**src/rtl/branch_predictor_pkg.sv**
```systemverilog
// branch_predictor_pkg: order codes, 2-bit counter encodings and decode helper shared by the BHT.
// Contents: instruction order codes (same values as the branch classifier),
//           counter states SNT/WNT/WT/ST, is_cond() for BEQ..BGEU.
package branch_predictor_pkg;
    localparam logic [5:0] JALR = 6'd12;
    localparam logic [5:0] JAL  = 6'd30;
    localparam logic [5:0] BEQ  = 6'd31;
    localparam logic [5:0] BNE  = 6'd32;
    localparam logic [5:0] BLT  = 6'd33;
    localparam logic [5:0] BGE  = 6'd34;
    localparam logic [5:0] BLTU = 6'd35;
    localparam logic [5:0] BGEU = 6'd36;
    localparam logic [1:0] SNT  = 2'b00;
    localparam logic [1:0] WNT  = 2'b01;
    localparam logic [1:0] WT   = 2'b10;
    localparam logic [1:0] ST   = 2'b11;
    function automatic logic is_cond(input logic [5:0] order);
        return order >= BEQ && order <= BGEU;
    endfunction
endpackage

```
**src/rtl/branch_predictor_sat_counter2.sv**
```systemverilog
// branch_predictor_sat_counter2: combinational next state of a 2-bit saturating counter.
// Ports: i_cnt current counter, i_taken resolved outcome, o_cnt next counter.
module branch_predictor_sat_counter2
    import branch_predictor_pkg::*;
(
    input  logic [1:0] i_cnt,
    input  logic       i_taken,
    output logic [1:0] o_cnt
);
    always_comb
        o_cnt = i_taken ? ((i_cnt == ST) ? ST : i_cnt + 2'd1)
                        : ((i_cnt == SNT) ? SNT : i_cnt - 2'd1);
endmodule

```
**src/rtl/branch_predictor.sv**
```systemverilog
// branch_predictor: BHT of 2-bit saturating counters giving a registered next-PC prediction.
// Ports: clk_in/rst_in (async, active-high)/rdy_in (low freezes state);
//        q_* query from decode, p_* prediction one cycle later,
//        u_* commit-time training from the ROB, flush squashes the in-flight query.
module branch_predictor
    import branch_predictor_pkg::*;
#(
    parameter int         BHT_ADDR_W = 8,
    parameter logic [1:0] CNT_INIT   = WNT
) (
    input  logic        clk_in,
    input  logic        rst_in,
    input  logic        rdy_in,
    input  logic        q_valid,
    input  logic [31:0] q_pc,
    input  logic [5:0]  q_order,
    input  logic        q_is_br,
    input  logic [31:0] q_imm,
    output logic        p_valid,
    output logic        p_taken,
    output logic [31:0] p_pc,
    input  logic        u_valid,
    input  logic [31:0] u_pc,
    input  logic        u_taken,
    input  logic        u_is_cond,
    input  logic        flush
);
    logic [1:0]            r_bht [2**BHT_ADDR_W];
    logic                  r_p_valid;
    logic                  r_p_taken;
    logic [31:0]           r_p_pc;
    logic [BHT_ADDR_W-1:0] w_q_idx;
    logic [BHT_ADDR_W-1:0] w_u_idx;
    logic [1:0]            w_u_next;
    logic                  w_accept;
    logic                  w_taken;
    logic [31:0]           w_pc;

    assign w_q_idx  = q_pc[BHT_ADDR_W+1:2];
    assign w_u_idx  = u_pc[BHT_ADDR_W+1:2];
    assign w_accept = q_valid && !flush;

    // JALR falls through to pc+4: its target is unknown here and the ROB recovers it.
    always_comb begin
        w_taken = q_is_br && (q_order == JAL || (is_cond(q_order) && r_bht[w_q_idx][1]));
        w_pc    = q_pc + (w_taken ? q_imm : 32'd4);
    end

    branch_predictor_sat_counter2 u_sat (
        .i_cnt   (r_bht[w_u_idx]),
        .i_taken (u_taken),
        .o_cnt   (w_u_next)
    );

    always_ff @(posedge clk_in or posedge rst_in) begin
        if (rst_in) begin
            r_p_valid <= 1'b0;
            r_p_taken <= 1'b0;
            r_p_pc    <= 32'd0;
        end else if (rdy_in) begin
            r_p_valid <= w_accept;
            if (w_accept) begin
                r_p_taken <= w_taken;
                r_p_pc    <= w_pc;
            end
        end
    end

    // Commit updates are non-speculative, so flush does not block them.
    always_ff @(posedge clk_in or posedge rst_in) begin
        if (rst_in)
            r_bht <= '{default: CNT_INIT};
        else if (rdy_in && u_valid && u_is_cond)
            r_bht[w_u_idx] <= w_u_next;
    end

    assign p_valid = r_p_valid;
    assign p_taken = r_p_taken;
    assign p_pc    = r_p_pc;
endmodule

```
**config.mk**
```make
export PLATFORM = sky130hd
export DESIGN_NAME = branch_predictor
export DESIGN_NICKNAME = d
export VERILOG_FILES = /design/src/rtl/branch_predictor_pkg.sv /design/src/rtl/branch_predictor_sat_counter2.sv /design/src/rtl/branch_predictor.sv
export SDC_FILE = /design/constraint.sdc
export NUM_CORES = 2
export LEC_CHECK = 0
export ABC_CLOCK_PERIOD_IN_PS = 22300
export CAP_MARGIN = 20
export CORE_MARGIN = 2
export CORE_UTILIZATION = 40
export DETAILED_ROUTE_END_ITERATION = 10
export GPL_TIMING_DRIVEN = 0
export PLACE_DENSITY = 0.67
export SKIP_CTS_REPAIR_TIMING = 1
export SYNTH_ARGS = -nofsm -noshare
export SYNTH_HDL_FRONTEND = slang
export SYNTH_SLANG_ARGS = --single-unit
```
**constraint.sdc**
```tcl
create_clock -name clk_in -period 22.3 [get_ports clk_in]
set_input_delay 4.46 -clock clk_in [delete_from_list [all_inputs] [get_ports clk_in]]
set_output_delay 4.46 -clock clk_in [all_outputs]
set_load 0.02 [all_outputs]
```
# Yosys cells after proc, flatten, opt, wreduce, memory -nomap -nowiden
# Index checks and enable logic that the tools add are counted.
[op_classes]
magnitude_cmp = 5
n_mux = 13
add_sub_neg = 3
bitwise_logic = 2
n_reduce_logical = 11
n_mul = 0
n_div = 0
shifts = 0
eq_ne = 2
[ops]
columns = ["cell", "n"]
rows = [
  ["$bwmux W512", 1],
  ["$add A32 B32 Y32", 1],
  ["$bmux W2 S8", 2],
  ["$mux W32", 1],
  ["$ge A9 B9 Y1 const B", 2],
  ["$not A8 Y9", 2],
  ["$demux W2 S8", 1],
  ["$mux W2", 8],
  ["$lt A9 B1 Y1 const B", 1],
  ["$logic_and A1 B1 Y1", 7],
  ["$eq A6 B5 Y1 const B", 1],
  ["$ge A6 B5 Y1 const B", 1],
  ["$le A6 B6 Y1 const B", 1],
  ["$add A2 B1 Y2 const B", 1],
  ["$eq A2 B2 Y1 const B", 1],
  ["$logic_not A2 Y1", 1],
  ["$reduce_and A2 Y1", 1],
  ["$sub A2 B1 Y2 const B", 1],
  ["$logic_not A1 Y1", 1],
  ["$logic_or A1 B1 Y1", 1],
]
[word_totals]
wordCells = 295
ff_bits = 546
latchBits = 0
n_memories = 0
romBits = 0
out_inout_bits = 34
in_bits = 111
ram_bits = 0

# Logic depth before layout (Yosys ltp)
[logic_depth]
ltp_word = 9
mapped_depth = 23

# By module
# A second synthesis with hierarchy kept.
[hier_totals]
hier_cells = 2202
area_unflattened_um2 = 29823.6
[by_module_without_submodules]
columns = ["module", "n_inst", "seq_area_each_um2", "area_each_um2", "cells_per_inst"]
rows = [
  ["branch_predictor", 1, 13983.4, 29797.3, 2199],
  ["branch_predictor_sat_counter2", 1, 0.0, 26.3, 3],
]

# Worst setup path after synthesis
# OpenSTA, ideal clock, no wires.
[synth_path]
path_kind = "input to register"
from = "input q_pc[2]"
to = "register r_p_pc[28], in the netlist p_pc[28]"
arrival_time_ns = 9.314
stages = 22
path_slack_ns = 12.840
path_cell_list = "buf_2 buf_2 clkinv_1 a2111oi_0 a311oi_1 a311oi_1 a31oi_1 o311ai_0 a311oi_1 clkbuf_1 and2_1 ha_1 fa_1 a21oi_1 nand4b_1 a211o_1 a32oi_1 a2111oi_0 o21ai_0 a31oi_1 mux2i_1 o311ai_0"
[synth_via]
elab_chain_len = 9
[synth_rtl]
columns = ["element", "line_no", "text"]
rows = [
  ["start: declaration", "branch_predictor.sv:15", "input logic [31:0] q_pc,"],
  ["$not A8 Y9 (implied by the code)", "branch_predictor.sv:45", "w_taken = q_is_br && (q_order == JAL || (is_cond(q_order) && r_bht[w_q_idx][1]));"],
  ["$bmux W2 S8", "branch_predictor.sv:45", ""],
  ["$mux W2 (implied by the code) (2 in series)", "branch_predictor.sv:45", ""],
  ["$logic_and A1 B1 Y1", "branch_predictor.sv:45", ""],
  ["$logic_or A1 B1 Y1", "branch_predictor.sv:45", ""],
  ["$logic_and A1 B1 Y1", "branch_predictor.sv:45", ""],
  ["$mux W32", "branch_predictor.sv:46", "w_pc = q_pc + (w_taken ? q_imm : 32'd4);"],
  ["$add A32 B32 Y32 *", "branch_predictor.sv:46", ""],
  ["end signal: assignment", "branch_predictor.sv:64", "r_p_pc <= w_pc;"],
  ["end: declaration", "branch_predictor.sv:31", "logic [31:0] r_p_pc;"],
]
# Every way passes the cells marked *; elsewhere a longest branch is shown, timed or not. The select of a mux whose other input is x is not followed.
# A chain may end at the register's enable or synchronous reset.

# Final worst setup path
[layout_path]
from = "input q_pc[3]"
to = "register r_p_pc[28], in the netlist p_pc[28]"
# The elaborated chain is that of the path after synthesis.

==> impl_results.md <==
* Status: finished, final reports clean
* CTS tree: done
* WL/cell at 29.1 µm
* Routability-driven placement congestion ratio at 0.954
* Worst slew pin tran at 1.28 ns
* Total GRT Usage at 0.260
* Max Cap Viol at 0
* Vias/cell at 6.20
* CP required at 22.79 ns
* Post-synthesis cell type count at 58
* Num CTS Buffers at 57
* Vias in the first global route at 22403
* CTS Sinks at 546
* Fin area at 34600 µm²
* Sequential cell area fraction in the yosys report at 0.470
* Core Rows at 100
* Antenna cells at 0
* Remaining DRCs at 0
* Leak at 0.0146 µW
* Clock-pin transition on the worst setup and hold timing paths at 0.06 ns
* Most common cell after layout, fill and taps aside: mux2_2
* Fin crit period at 12.96 ns
* Peak supply drop at 0.0560 mV
* Iter 0 DRT Violations at 2128
* Worst skew pair latency at 0.65 ns
* Multi-input logic area at 15000 µm²
* Synth Flop Type: dfrtp_1
* Vias at 21448
* Arrival time worst endpoint at 13.45 ns
* Initial antenna violation count at 2
* Pin count of the biggest net entering global routing at 141
* Global-route wire length before repair at 148000 µm
* WL final at 101000 µm
* Maximum clock path buffer count at 3
* EDFF count, synth at 0
* Hold depth at 2
* Flops & latches, synth at 546
* CTS root buffer: clkbuf_16
* Dpl ws at 8.90 ns
* Storage cell area at 14000 µm²
* DIE WIDTH at 277 µm
* Final Hold Fails at 0
* WHS at 0.481 ns
* Syn_nets at 2380
* Synth-to-Final Area Change at 16.3%
* Unrepaired setup endpoints after global routing: false
* I/O pin cnt at 145
* Slew margin rel. at 0.148
* Placed Area at 32500 µm²
* Congestion Overflow GR at 0
* Setup violators final at 0
* DRT antenna net count at 0
* Drt first pass iters at 6
* Total Neg Setup Slack at 0 ns
* Post-layout util at 0.467
* Layout cells sized above 1 at 0.474
* CP endpoint kind: flop
* IO buf count at 116
* Initial core utilization at 0.402
* Post-Synthesis Cell Area at 29800 µm²
* NumNets Final at 2583
* CTS HTree Levels at 2
* Fin. max-slew vios at 0
* Asr flop ratio synth at 1.00
* Crit Path Category: in -> reg
* Die Ht at 277 µm
* PwrDens at 67.3 nW/µm²
* CP max FO at 10
* Type of the worst min-delay path: reg -> reg
* Mapped Cells at 2237
* Synth warn at 0
* Fill count at 6500
* Final worst slack at 9.34 ns
* Core Box Area at 74100 µm²
* F_max at 77.1 MHz
* Commonest non-fill, non-tap cells in the layout: mux2_2, dfrtp_1, nand2_1
* Die outline area at 76600 µm²
* Avg Inst Size Synth at 13.3 µm²
* Crit start category: primary input
* Hpwl dp at 71800 µm
* Clk_skew at 0.0313 ns
* Reg2reg path depth at 21
* Crit share post-route at 0.581
[where the power goes]
part           switching, µW  total, µW  internal (µW)  leakage, µW
sequential              13.4       1030           1020      0.00664
clock                    427       1040            618      0.00100
combinational            161        251           90.3      0.00695
[metrics by stage]
stage	power, µW	std cells
5_1_grt	2390	3458
3_5_place_dp	1300	3347
3_3_place_gp	1290	3322
4_1_cts	2330	3455
2_1_floorplan	1180	2237
6_report	2330	3458
[layout make-up]
| type | count | share of cell area |
|---|---|---|
| Multi-Input combinational cell | 1511 | 0.434 |
| Sequential cell | 546 | 0.404 |
| Clock buffer | 84 | 0.0488 |
| Timing Repair Buffer | 144 | 0.0450 |
| Tap cell | 969 | 0.0350 |
| Buffer | 167 | 0.0215 |
| Clock inverter | 24 | 0.0102 |
| Inverter | 13 | 0.00163 |
[worst paths after layout]
check,to,slack [ns],start
worst max-delay path,p_pc[28]$_DFFE_PP0P_,9.34,q_pc[3]
worst min-delay path,p_pc[31]$_DFFE_PP0P_,0.48,p_pc[31]$_DFFE_PP0P_
worst max register to register,p_pc[28]$_DFFE_PP0P_,15.27,r_bht[217]$_DFFE_PP0P_
worst min register to register,p_pc[31]$_DFFE_PP0P_,0.48,p_pc[31]$_DFFE_PP0P_
max in group asynchronous,r_bht[157]$_DFFE_PP0P_,16.47,rst_in
min in group asynchronous,p_pc[10]$_DFFE_PP0P_,4.33,rst_in
[synthesized netlist by cell type, types with 13 or more instances]
| master | n | share of area |
|---|---|---|
| a21o_1 | 14 | 0.0035 |
| a21oi_1 | 30 | 0.0050 |
| a22oi_1 | 16 | 0.0040 |
| and2_1 | 39 | 0.0082 |
| buf_1 | 15 | 0.0019 |
| buf_2 | 37 | 0.0062 |
| buf_4 | 13 | 0.0033 |
| clkbuf_1 | 100 | 0.013 |
| dfrtp_1 | 290 | 0.24 |
| dfstp_2 | 256 | 0.23 |
| ha_1 | 31 | 0.013 |
| mux2_2 | 519 | 0.20 |
| mux2i_1 | 26 | 0.0087 |
| mux4_2 | 215 | 0.16 |
| nand2_1 | 279 | 0.035 |
| nand3_1 | 17 | 0.0029 |
| nor2_1 | 111 | 0.014 |
| nor2b_1 | 17 | 0.0036 |
| nor3_1 | 18 | 0.0030 |
| o21ai_0 | 38 | 0.0064 |
| xor2_1 | 14 | 0.0041 |
[registers in the layout, summed over array words and instances (netlist names)]
register,cells
p_valid,1
r_bht,512
p_pc,32
p_taken,1
[kinds of logic (layout without fill, tap and decap cells)]
logic type      count (synthesis)  count (layout)  share of synthesized area
xor+xnor                       26              26                    0.00765
mux                           760             760                      0.368
buf+inv                       180             432                     0.0264
simple gates                  528             528                     0.0772
compound gates                163             163                     0.0364
flops                         546             546                      0.470
fa+ha+maj                      34              34                     0.0145
[critical path, cell delays in order]
cell,delay [ns]
clkdlybuf4s50_1,0.72
buf_2,0.55
clkbuf_1,0.86
clkbuf_1,0.78
mux4_2,0.47
a22oi_1,0.23
a21oi_1,0.10
a311oi_1,0.88
a311oi_1,0.37
buf_2,0.26
clkbuf_1,0.22
and2_1,0.22
ha_1,0.24
fa_1,0.43
a21oi_1,0.24
nand4b_1,0.17
a211o_1,0.17
a32oi_1,0.18
a2111oi_0,0.80
o21ai_0,0.41
a31oi_1,0.31
mux2i_1,0.20
o311ai_0,0.14
[routing by layer]
layer  part of all wire  track usage
met4              0.062        0.149
met2               0.45        0.397
met3               0.11       0.0753
met1               0.38        0.332
met5            0.00031            0
No activity file was read; power rests on OpenSTA's default activity.
==> edit: new RTL, same settings <==
The parameter `BHT_ADDR_W` goes from 8 to 7.
--- a/src/rtl/branch_predictor.sv
+++ b/src/rtl/branch_predictor.sv
@@ -6,5 +6,5 @@
     import branch_predictor_pkg::*;
 #(
-    parameter int         BHT_ADDR_W = 8,
+    parameter int         BHT_ADDR_W = 7,
     parameter logic [1:0] CNT_INIT   = WNT
 ) (
Formal check against the unedited RTL: not equivalent (Yosys sat finds a counterexample within 4 cycles, from zero or initial values and one cycle with rst_in high).
==> edit against the unedited design <==
Power fell by 38%. Highest routed layer is now met4. Clock skew shrank 0.012 ns. Wire length fell by 40%. Synthesized cell count fell by 29%. Synthesized area fell by 45%. Largest power group unchanged. Combinational power decreased by 18%. Worst setup slack improved by 2.0 ns. Register-to-register slack gained 1.5 ns. Critical endpoint is now p_pc[30]$_DFFE_PP0P_. Sequential cell count decreased by 256. Cell area down 43%. Sequential power fell by 45%. Non-clock buffer count decreased by 87.
==> edit: results (changes against the unedited design) <==
* Hold_ws at 0.478 ns (-0.00344 ns)
* Clk_skew at 0.0198 ns (-0.0115 ns)
* Mean Syn Cell Area at 10.3 sq um (-23%)
* Hold endpoint: p_pc[12]$_DFFE_PP0P_
* Area grow syn2layout at 20.1%
* Iter 0 DRT Violations at 1578 (-26%)
* Max VDD drop at 0.0622 mV (+11%)
* Largest register FFs at 256 (-50%)
* Synth area leaders: dfrtp_1, dfstp_2, mux2_2
* Final Instance Count excl. Fillers at 2315 (-33%)
* Num CTS Buffers at 37 (-35%)
* Reg2reg path depth at 20 (-4.8%)
* Global Route Usage Sum at 28.8% (+2.8 points)
* Synthesized Nets at 1737 (-27%)
* Hold crit path type: flip-flop to flip-flop
* Clock latency on the worst-skew pair at 0.54 ns (-0.11 ns)
* Post-synthesis mux area share at 18.9% (-18 points)
* Worst slew margin at 13.3% (-1.4 points)
* Leakage at 0.00818 uW (-44%)
* Layout cells sized above 1 at 25.8% (-22 points)
* Worst R2R End: p_pc[30]$_DFFE_PP0P_
* Xor and xnor area share after synthesis at 1.60% (+0.84 points)
* Synth unique cells at 70 (+21%)
* RePlAce Congestion at 1.02 (+7.3%)
* Crit Path Max Fanout at 10 (unchanged)
* First-pass GRT wire length at 90.5 mm (-39%)
* Synth Area in Adders at 2.55% (+1.1 points)
* Initial antenna violation count at 0 (-2)
* Largest net degree at the start of global routing at 110 (-22%)
* IO buf count at 117 (+0.86%)
* Diode count at 0 (unchanged)
* DPL Wire Length at 42.7 mm (-40%)
* Arr. time, crit path at 11.45 ns (-2.00 ns)
* Setup slack, reg-to-reg at 16.73 ns (+1.46 ns)
* Fin nets at 1897 (-27%)
* Synth Area in Compound Gates at 14.5% (+11 points)
* Wire per inst at 26.2 um (-9.9%)
* Status: finished clean
* Dpl cells at 2247 (-33%)
* Worst R2R Start: r_bht[227]$_DFFE_PP0P_
* H-tree Lvls at 2 (unchanged)
* Pre-CTS setup slack at 10.74 ns (+1.84 ns)
* Sw Share at 26.7% (+0.90 points)
* Worst stage delay on the critical path at 0.81 ns (-0.07 ns)
* Top cells by count, synth: nand2_1, o21ai_0, mux2_2
* Critical Path Slowest Stage Cell: clkbuf_1
* Fillers at 3799 (-42%)
* Post-DR vias/cell at 6.14 (-0.93%)
* Drt pass-1 iters at 7 (+1)
* Vias in the first global route at 14300 (-36%)
[edit: changes by cell type after synthesis, moves of 16 or more]
cell / change
a221oi_1: +35
mux2_2: -353
dfrtp_1: -128
mux4_2: -168
dfstp_2: -128
o21ai_0: +129
nand2_1: +16
clkbuf_1: -47
a21oi_1: +26
nor2_1: -47
[edit: area by class of cell]
cell class                      count  share of cell area [%]
Multi-Input combinational cell   1178                    42.6
Sequential cell                   290                    37.6
Timing Repair Buffer              121                    6.28
Clock buffer                       49                    5.45
Tap cell                          532                    3.38
Buffer                            103                    2.58
Clock inverter                     19                    1.57
Inverter                           23                   0.476
[edit: kinds of logic after synthesis]
| group | Yosys count |
|---|---|
| compound gates | 378 |
| xor+xnor | 30 |
| fa+ha+maj | 33 |
| buf+inv | 126 |
| flops | 290 |
| mux | 231 |
| simple gates | 506 |
[edit: how the worst max path moves through the flow]
stage / to / slack [ns] / cells after the start
after floorplan: p_pc[0]$_DFFE_PP0P_ / 10.05 / 1
after global placement: r_bht[55]$_DFFE_PP0P_ / 6.40 / 2
after detailed placement: p_pc[30]$_DFFE_PP0P_ / 10.74 / 23
after CTS: p_pc[30]$_DFFE_PP0P_ / 11.27 / 23
after global routing: p_pc[30]$_DFFE_PP0P_ / 10.96 / 24
final: p_pc[30]$_DFFE_PP0P_ / 11.29 / 23
[edit: power by group through the flow]
stage | Combinational, uW | Sequential [uW] | Clock (uW)
floorplan | 95.8 | 586 | 0
global placement | 198 | 577 | 0
detailed placement | 201 | 579 | 0
CTS | 202 | 570 | 682
global route | 218 | 573 | 704
finish | 205 | 571 | 674
[edit: routing by layer]
layer	share of wire, %	vias up	wire [um]	GRT usage [%]
li1	-	6133	-	-
met1	40	6999	24000	37.9
met2	44	872	26600	44.4
met3	11	221	6410	6.67
met4	5.8	0	3540	15.0
met5	0	-	0	0
